`config.mk`:
```
export PLATFORM = sky130hd
export DESIGN_NAME = cordic_bus_slave_flat
export DESIGN_NICKNAME = d
export VERILOG_FILES = /design/src/rtl/cordic_bus_slave_pkg.sv /design/src/rtl/cordic_bus_slave_if.sv /design/src/rtl/cordic_bus_slave_irq_status.sv /design/src/rtl/cordic_bus_slave.sv /design/src/flat_wrapper.sv
export SDC_FILE = /design/constraint.sdc
export NUM_CORES = 1
export LEC_CHECK = 0
export CORE_ASPECT_RATIO = 1.4
export CORE_MARGIN = 5
export CORE_UTILIZATION = 35
export DETAILED_ROUTE_END_ITERATION = 8
export PLACE_DENSITY = 0.67
export SLEW_MARGIN = 5
export SYNTH_ARGS = -nofsm -noshare
export SYNTH_HDL_FRONTEND = slang
export SYNTH_SLANG_ARGS = --single-unit
```
`constraint.sdc`:
```
create_clock -name clk -period 5.6 [get_ports clk]
set_clock_uncertainty 0.05 [all_clocks]
set_input_delay 1.4 -clock clk [delete_from_list [all_inputs] [get_ports clk]]
set_output_delay 1.4 -clock clk [all_outputs]
set_load 0.1 [all_outputs]
```
`src/rtl/cordic_bus_slave_pkg.sv`:
```
// rtl/cordic_bus_slave_pkg.sv - register offsets, control bit indices and FSM states for the CORDIC bus slave
package cordic_bus_pkg;

    localparam logic [7:0] OFF_CONTROL  = 8'h00;
    localparam logic [7:0] OFF_X_IN     = 8'h04;
    localparam logic [7:0] OFF_Y_IN     = 8'h08;
    localparam logic [7:0] OFF_Z_IN     = 8'h0C;
    localparam logic [7:0] OFF_X_RES    = 8'h10;
    localparam logic [7:0] OFF_Y_RES    = 8'h14;
    localparam logic [7:0] OFF_Z_RES    = 8'h18;
    localparam logic [7:0] OFF_IRQ_STAT = 8'h1C;
    localparam logic [7:0] OFF_CYCLES   = 8'h20;

    localparam int c_START   = 0;
    localparam int c_STOP    = 1;
    localparam int c_READY   = 16;
    localparam int c_INP_ERR = 17;
    localparam int c_OV_ERR  = 18;

    localparam int c_STAT_DONE  = 0;
    localparam int c_STAT_ERROR = 1;
    localparam int c_STAT_MASK  = 8;

    // Matches the controller's own reset word so both ends agree before the first write-back.
    localparam logic [31:0] c_CONTROL_RESET = 32'h0001_2F3C;

    typedef enum logic {
        S_IDLE,
        S_RESP
    } state_e;

endpackage

```
`src/rtl/cordic_bus_slave_if.sv`:
```
// rtl/cordic_bus_slave_if.sv - host request/response bus between host and CORDIC bus slave
interface cordic_bus_slave_if #(
    parameter int p_WIDTH      = 32,
    parameter int p_ADDR_WIDTH = 6
);
    logic                    reqValid;
    logic                    reqReady;
    logic                    reqWrite;
    logic [p_ADDR_WIDTH-1:0] reqAddr;
    logic [p_WIDTH-1:0]      reqWdata;
    logic                    rspValid;
    logic                    rspReady;
    logic [p_WIDTH-1:0]      rspRdata;
    logic                    rspError;

    modport master (
        output reqValid, reqWrite, reqAddr, reqWdata, rspReady,
        input  reqReady, rspValid, rspRdata, rspError
    );

    modport slave (
        input  reqValid, reqWrite, reqAddr, reqWdata, rspReady,
        output reqReady, rspValid, rspRdata, rspError
    );
endinterface

```
`src/rtl/cordic_bus_slave_irq_status.sv`:
```
// rtl/cordic_bus_slave_irq_status.sv - sticky done/error flags with W1C, set-priority and masked irq
module cordic_irq_status (
    input  logic clk,
    input  logic rst,
    input  logic interrupt,
    input  logic errorCause,
    input  logic statWrite,
    input  logic clrDone,
    input  logic clrError,
    input  logic maskIn,
    output logic done,
    output logic error,
    output logic mask,
    output logic irq
);
    logic doneNext;
    logic errorNext;
    logic maskNext;

    // A pulse arriving alongside a W1C write must not be lost, so set is applied last.
    always_comb begin
        doneNext  = done;
        errorNext = error;
        maskNext  = mask;
        if (statWrite) begin
            if (clrDone)  doneNext  = 1'b0;
            if (clrError) errorNext = 1'b0;
            maskNext = maskIn;
        end
        if (interrupt) begin
            doneNext = 1'b1;
            if (errorCause) errorNext = 1'b1;
        end
    end

    always_ff @(posedge clk or negedge rst) begin
        if (!rst) begin
            done  <= 1'b0;
            error <= 1'b0;
            mask  <= 1'b1;
            irq   <= 1'b0;
        end else begin
            done  <= doneNext;
            error <= errorNext;
            mask  <= maskNext;
            irq   <= (doneNext | errorNext) & maskNext;
        end
    end
endmodule

```
`src/rtl/cordic_bus_slave.sv`:
```
// rtl/cordic_bus_slave.sv - host register front end for the CORDIC controller
// Optional CYCLES busy-time counter at 0x20 enabled by CORDIC_BUS_TIMESTAMP_EN.
module cordic_bus_slave
    import cordic_bus_pkg::*;
#(
    parameter int p_WIDTH      = 32,
    parameter int p_ADDR_WIDTH = 6
) (
    input  logic               clk,
    input  logic               rst,
    cordic_bus_slave_if.slave  bus,
    output logic               irq,
    output logic [p_WIDTH-1:0] xInput,
    output logic [p_WIDTH-1:0] yInput,
    output logic [p_WIDTH-1:0] zInput,
    output logic [31:0]        controlRegisterInput,
    input  logic [31:0]        controlRegisterOutput,
    input  logic               controlRegisterWriteEnable,
    input  logic [p_WIDTH-1:0] xResult,
    input  logic [p_WIDTH-1:0] yResult,
    input  logic [p_WIDTH-1:0] zResult,
    input  logic               interrupt
);
    state_e             state;
    logic [31:0]        shadow;
    logic [p_WIDTH-1:0] xReg;
    logic [p_WIDTH-1:0] yReg;
    logic [p_WIDTH-1:0] zReg;
    logic               rspValidQ;
    logic               rspErrorQ;
    logic [p_WIDTH-1:0] rspRdataQ;

    logic               busy;
    logic               accept;
    logic               aligned;
    logic [7:0]         offset;
    logic               mapped;
    logic               writeReject;
    logic               respError;
    logic [p_WIDTH-1:0] readData;
    logic               statWrite;
    logic               statDone;
    logic               statError;
    logic               statMask;

`ifdef CORDIC_BUS_TIMESTAMP_EN
    logic [p_WIDTH-1:0] cycleCount;
    logic               startSeen;
`endif

    assign busy    = !controlRegisterOutput[c_READY];
    assign offset  = 8'(bus.reqAddr);
    assign aligned = (bus.reqAddr[1:0] == 2'b00);

    // Write-back cycles block the bus so the shadow never sees two writers at once.
    assign bus.reqReady = (state == S_IDLE) && !controlRegisterWriteEnable;
    assign accept       = bus.reqValid && bus.reqReady;

    assign bus.rspValid = rspValidQ;
    assign bus.rspError = rspErrorQ;
    assign bus.rspRdata = rspRdataQ;

    assign controlRegisterInput = shadow;
    assign xInput = xReg;
    assign yInput = yReg;
    assign zInput = zReg;

    always_comb begin
        mapped   = 1'b1;
        readData = '0;
        case (offset)
            OFF_CONTROL:  readData = p_WIDTH'(shadow);
            OFF_X_IN:     readData = xReg;
            OFF_Y_IN:     readData = yReg;
            OFF_Z_IN:     readData = zReg;
            OFF_X_RES:    readData = xResult;
            OFF_Y_RES:    readData = yResult;
            OFF_Z_RES:    readData = zResult;
            OFF_IRQ_STAT: readData = p_WIDTH'({23'b0, statMask, 6'b0, statError, statDone});
`ifdef CORDIC_BUS_TIMESTAMP_EN
            OFF_CYCLES:   readData = cycleCount;
`endif
            default:      mapped = 1'b0;
        endcase
        if (!aligned) mapped = 1'b0;
    end

    // Operands are frozen while the controller is iterating on them.
    assign writeReject = bus.reqWrite && busy &&
                         (offset == OFF_X_IN || offset == OFF_Y_IN || offset == OFF_Z_IN);
    assign respError   = !mapped || writeReject;
    assign statWrite   = accept && bus.reqWrite && mapped && (offset == OFF_IRQ_STAT);

    always_ff @(posedge clk or negedge rst) begin
        if (!rst) begin
            state     <= S_IDLE;
            rspValidQ <= 1'b0;
            rspErrorQ <= 1'b0;
            rspRdataQ <= '0;
        end else begin
            case (state)
                S_IDLE: begin
                    if (accept) begin
                        state     <= S_RESP;
                        rspValidQ <= 1'b1;
                        rspErrorQ <= respError;
                        rspRdataQ <= (bus.reqWrite || respError) ? '0 : readData;
                    end
                end
                S_RESP: begin
                    if (bus.rspReady) begin
                        state     <= S_IDLE;
                        rspValidQ <= 1'b0;
                        rspErrorQ <= 1'b0;
                        rspRdataQ <= '0;
                    end
                end
                default: state <= S_IDLE;
            endcase
        end
    end

    always_ff @(posedge clk or negedge rst) begin
        if (!rst) begin
            shadow <= c_CONTROL_RESET;
            xReg   <= '0;
            yReg   <= '0;
            zReg   <= '0;
        end else if (controlRegisterWriteEnable) begin
            shadow <= controlRegisterOutput;
        end else if (accept && bus.reqWrite && mapped) begin
            case (offset)
                OFF_CONTROL: begin
                    if (busy) shadow[c_STOP] <= bus.reqWdata[c_STOP];
                    else      shadow[15:0]   <= bus.reqWdata[15:0];
                end
                OFF_X_IN: if (!busy) xReg <= bus.reqWdata;
                OFF_Y_IN: if (!busy) yReg <= bus.reqWdata;
                OFF_Z_IN: if (!busy) zReg <= bus.reqWdata;
                default: ;
            endcase
        end
    end

`ifdef CORDIC_BUS_TIMESTAMP_EN
    // The controller acknowledging START clears it in its write-back; that marks the run start.
    assign startSeen = controlRegisterWriteEnable && busy &&
                       shadow[c_START] && !controlRegisterOutput[c_START];

    always_ff @(posedge clk or negedge rst) begin
        if (!rst) begin
            cycleCount <= '0;
        end else if (startSeen) begin
            cycleCount <= '0;
        end else if (busy && (cycleCount != '1)) begin
            cycleCount <= cycleCount + 1'b1;
        end
    end
`endif

    cordic_irq_status u_irq_status (
        .clk        (clk),
        .rst        (rst),
        .interrupt  (interrupt),
        .errorCause (controlRegisterOutput[c_INP_ERR] | controlRegisterOutput[c_OV_ERR]),
        .statWrite  (statWrite),
        .clrDone    (bus.reqWdata[c_STAT_DONE]),
        .clrError   (bus.reqWdata[c_STAT_ERROR]),
        .maskIn     (bus.reqWdata[c_STAT_MASK]),
        .done       (statDone),
        .error      (statError),
        .mask       (statMask),
        .irq        (irq)
    );
endmodule

```
`src/flat_wrapper.sv`:
```
// flat-port wrapper written by rule: the top's interface ports become plain ports
module cordic_bus_slave_flat import cordic_bus_pkg::*;
#(
    parameter int p_WIDTH      = 32,
    parameter int p_ADDR_WIDTH = 6
)
  (clk, rst, irq, xInput, yInput, zInput, controlRegisterInput, controlRegisterOutput, controlRegisterWriteEnable, xResult, yResult, zResult, interrupt, bus_reqValid, bus_reqWrite, bus_reqAddr, bus_reqWdata, bus_rspReady, bus_reqReady, bus_rspValid, bus_rspRdata, bus_rspError);
  cordic_bus_slave_if #(.p_WIDTH(p_WIDTH), .p_ADDR_WIDTH(p_ADDR_WIDTH)) bus_i ();
  input  logic clk;
  input  logic rst;
  output logic irq;
  output logic [p_WIDTH-1:0] xInput;
  output logic [p_WIDTH-1:0] yInput;
  output logic [p_WIDTH-1:0] zInput;
  output logic [31:0] controlRegisterInput;
  input  logic [31:0] controlRegisterOutput;
  input  logic controlRegisterWriteEnable;
  input  logic [p_WIDTH-1:0] xResult;
  input  logic [p_WIDTH-1:0] yResult;
  input  logic [p_WIDTH-1:0] zResult;
  input  logic interrupt;
  input wire logic [$bits(bus_i.reqValid)-1:0] bus_reqValid;
  input wire logic [$bits(bus_i.reqWrite)-1:0] bus_reqWrite;
  input wire logic [$bits(bus_i.reqAddr)-1:0] bus_reqAddr;
  input wire logic [$bits(bus_i.reqWdata)-1:0] bus_reqWdata;
  input wire logic [$bits(bus_i.rspReady)-1:0] bus_rspReady;
  output wire logic [$bits(bus_i.reqReady)-1:0] bus_reqReady;
  output wire logic [$bits(bus_i.rspValid)-1:0] bus_rspValid;
  output wire logic [$bits(bus_i.rspRdata)-1:0] bus_rspRdata;
  output wire logic [$bits(bus_i.rspError)-1:0] bus_rspError;
  assign bus_i.reqValid = bus_reqValid;
  assign bus_i.reqWrite = bus_reqWrite;
  assign bus_i.reqAddr = bus_reqAddr;
  assign bus_i.reqWdata = bus_reqWdata;
  assign bus_i.rspReady = bus_rspReady;
  assign bus_reqReady = bus_i.reqReady;
  assign bus_rspValid = bus_i.rspValid;
  assign bus_rspRdata = bus_i.rspRdata;
  assign bus_rspError = bus_i.rspError;
  cordic_bus_slave #(.p_WIDTH(p_WIDTH), .p_ADDR_WIDTH(p_ADDR_WIDTH)) u_core (.clk(clk), .rst(rst), .bus(bus_i), .irq(irq), .xInput(xInput), .yInput(yInput), .zInput(zInput), .controlRegisterInput(controlRegisterInput), .controlRegisterOutput(controlRegisterOutput), .controlRegisterWriteEnable(controlRegisterWriteEnable), .xResult(xResult), .yResult(yResult), .zResult(zResult), .interrupt(interrupt));
endmodule
```
==> results by group <==
Place
  – Placed cell area: approximately 12,000 sq um
  – Post-DP HPWL: 22,540 um
  – GP Congestion: 0.7984
  – Port Buffers: 336

Power
  – VDD IR max: 0.2084 mV
  – Power Total: 0.003078 W
  – P_leak: between 5 and 6 nW
  – Cell Pwr Density: 243.1 nW/um^2

Worst hold path
  – Hold Crit Class: flip-flop to flip-flop
  – WHS Path Cells: 1
  – Hold endpoint: u_core.bus.rspRdata[22]
  – Worst hold path startpoint: u_core.bus.rspRdata[22]

Synth
  – Ys Warns: 0
  – Synth Area in Compound Gates: 0.09406
  – Post-Synth Adder-Cell Area: 0
  – Seq cells post-synth: around 170
  – Area leader, netlist: dfrtp_1
  – Synth Flop Type: dfrtp_1
  – Synthesized area per cell: 12.50 sq um
  – Main area contributors after synthesis: dfrtp_1 (46%), mux2_2 (26%), nand3_1 (5.6%)
  – Mapped cell area: 8447 sq um
  – Largest family of logic cells by synthesized area: multiplexers
  – Number of synthesized flops with an enable pin: 0
  – Simple-Gate Fraction of Synth Area: 0.09317
  – Syn_nets: 849
  – Post-synthesis sequential area ratio: 0.4964
  – Post-synth top area share: 0.4622
  – Async S/R FF share, synth: 1.000
  – Xor/xnor share of the synthesized area: 0
  – Multiplexer area fraction after synthesis: 0.2807
  – Syn Inst Count: roughly 680
  – Library cells used by synthesis: 40

CTS
  – Clock root cell: clkbuf_16
  – Inserted Clock Buffers: 17
  – Worst-Skew Late Latency: about 0.44 ns
  – Post-CTS Setup Inserts: 0
  – Post-CTS Resized: 0
  – Clock sink count: 167
  – Clk slew on worst S/H paths: 0.07 ns
  – TritonCTS clock tree: yes
  – H-tree lvl count: 4
  – Clk buf depth: 2
  – Hold-fix buffers, CTS: 0

Timing
  – Setup tns final: 0 ns
  – Tcrit/Tclk final: 0.6650
  – Fin. Hold Viols: 0
  – Peak Freq: 268.5 MHz
  – Slew @ Worst Pin: 1.112 ns
  – Final setup viols: 0
  – Count of pins over their slew limit: 0
  – Min cycle time layout: 3.724 ns
  – Slew headroom: 0.2584
  – RSZ-0062 raised after global routing: false
  – Hold_ws: approximately 0.44 ns

Critical path
  – Slowest stage delay, CP: 0.67 ns
  – CP top delay family: simple AND/OR/NAND/NOR gates
  – CP bufs+invs: 2
  – R2R cell count: 5
  – Crit Path Category: primary input to flip-flop
  – Slowest CP cell: nor2_4
  – Crit start category: primary input
  – CP Capture Type: flip-flop
  – R2r startpoint: u_core.state
  – FF-to-FF setup slack: 3.08 ns
  – Arr. time, crit path: 3.99 ns
  – Req. time, crit path: 5.87 ns
  – FF-to-FF End: u_core.zInput[21]
  – Worst path cell trace: clkdlybuf4s50_1, nor3_2, nand3_1, nor2_4, buf_4, mux2_2
  – Worst Path Max Fanout: 20

Job
  – Max Cap Viol: 0

Drt
  – Vias: 7,235
  – Residual DRC: 0
  – Initial DRT Pass Iterations: 5
  – Vias per cell: 5.506
  – Initial DRC count: 385
  – Avg WL per Cell: 24.35 um
  – Drt total wl: 32,000 um
  – Post-route ant nets: 0

Global route
  – Number of global-route vias before repair: slightly below 8,000
  – First-pass GRT wire length: approximately 48,000 um
  – Initial antenna violation count: 1
  – Total GRT Usage: 0.2313
  – Largest net degree at the start of global routing: 89
  – GR Overflow Total: 0

Floorplan
  – Initial core utilization: 0.3535
  – Total die area: around 27,000 sq um
  – Core area: 23,890 sq um
  – I/O pins: 337
  – Die Width: 141.3 um
  – DIE HEIGHT: 193.8 um
  – Number of rows in the core area: 67

Final layout
  – Commonest non-fill, non-tap cell in the layout: clkdlybuf4s50_1
  – Antenna diodes: 0
  – Filler Cell Count: approximately 2,100
  – Layout area overhead: 49.87%
  – Register Area: 4193 sq um
  – Post-route cell area: 12,660 sq um
  – Most frequent cells in the layout: clkdlybuf4s50_1 (330), mux2_2 (194), dfrtp_1 (156)
  – Share of cells above drive strength 1: 0.2898
  – Layout net count: 1,164
  – Area of the multi-input gates: 4008 sq um
  – Final core utilization: 0.5299

Outcome
  – Status: completed
[flip-flops by register name, summed over array words and instances (netlist names)]
register                     cells
u_core.bus.rspError              1
u_core.bus.rspRdata             32
u_core.bus.rspValid              1
u_core.controlRegisterInput     32
u_core.state                     1
u_core.u_irq_status.done         1
u_core.u_irq_status.error        1
u_core.u_irq_status.irq          1
u_core.u_irq_status.mask         1
u_core.xInput                   32
u_core.yInput                   32
u_core.zInput                   32
[worst reg2reg max path: cells and delay by family, from the launching register on]
family	cells	cell delay [ns]
buf+inv	1	0.30
flops	1	0.47
mux	1	0.34
simple gates	3	1.23
[logic make-up after synthesis]
| kind of cell | Yosys count |
|---|---|
| muxes | 208 |
| DFF | 167 |
| and+or+nand+nor | 140 |
| AOI/OAI and AO/OA | 97 |
| buffers and inverters | 64 |
[Yosys cell counts (2+ instances only)]
master,n
a31oi_1,27
o21ai_0,9
a32oi_1,6
nor2_1,6
clkbuf_1,24
mux2i_1,4
a21oi_1,4
nand2_1,7
nand2b_1,18
dfrtp_1,156
a22oi_1,3
nand4_1,2
mux2_1,7
inv_1,8
dfstp_2,11
buf_6,2
buf_4,7
nand3_1,94
nor4_4,3
mux4_2,3
buf_2,16
mux2_2,194
and3_1,2
o221a_2,15
buf_1,7
a221o_1,27
[worst max path at each step]
| stage | startpoint | cells past startpoint | end | slack [ns] |
|---|---|---|---|---|
| floorplan | controlRegisterWriteEnable | 3 | bus_reqReady | 1.08 |
| global placement | bus_reqAddr[0] | 6 | u_core.zInput[14] | 1.43 |
| detailed placement | bus_reqAddr[0] | 6 | u_core.zInput[21] | 1.37 |
| CTS | bus_reqAddr[0] | 6 | u_core.zInput[19] | 1.85 |
| global route | bus_reqAddr[1] | 6 | u_core.zInput[19] | 1.73 |
| finish | bus_reqAddr[0] | 6 | u_core.zInput[21] | 1.88 |
[final cells by class]
type,instances,area share
clock inverter,13,0.008796
sequential,167,0.3312
timing repair buffer,352,0.2747
multi-input combinational,445,0.3166
clock buffer,19,0.03578
tap,310,0.03064
inverter,8,0.002372
[layer usage]
metal,routed length [um],GRT usage
met1,12450,0.2769
met2,16090,0.3918
met3,2104,0.05477
met4,1346,0.1038
met5,11,0
[per-stage QoR]
step | setup WS, ns | cells
2_1_floorplan | 1.085 | 676
3_3_place_gp | 1.426 | 1282
3_5_place_dp | 1.368 | 1282
4_1_cts | 1.846 | 1314
5_1_grt | 1.727 | 1314
6_report | 1.876 | 1314
[report_power, final]
group / internal (W) / switching [W]
Sequential: 0.00125 / 0.0000307
Combinational: 0.000240 / 0.000422
Clock: 0.000604 / 0.000536
No activity file was read; power rests on OpenSTA's default activity.
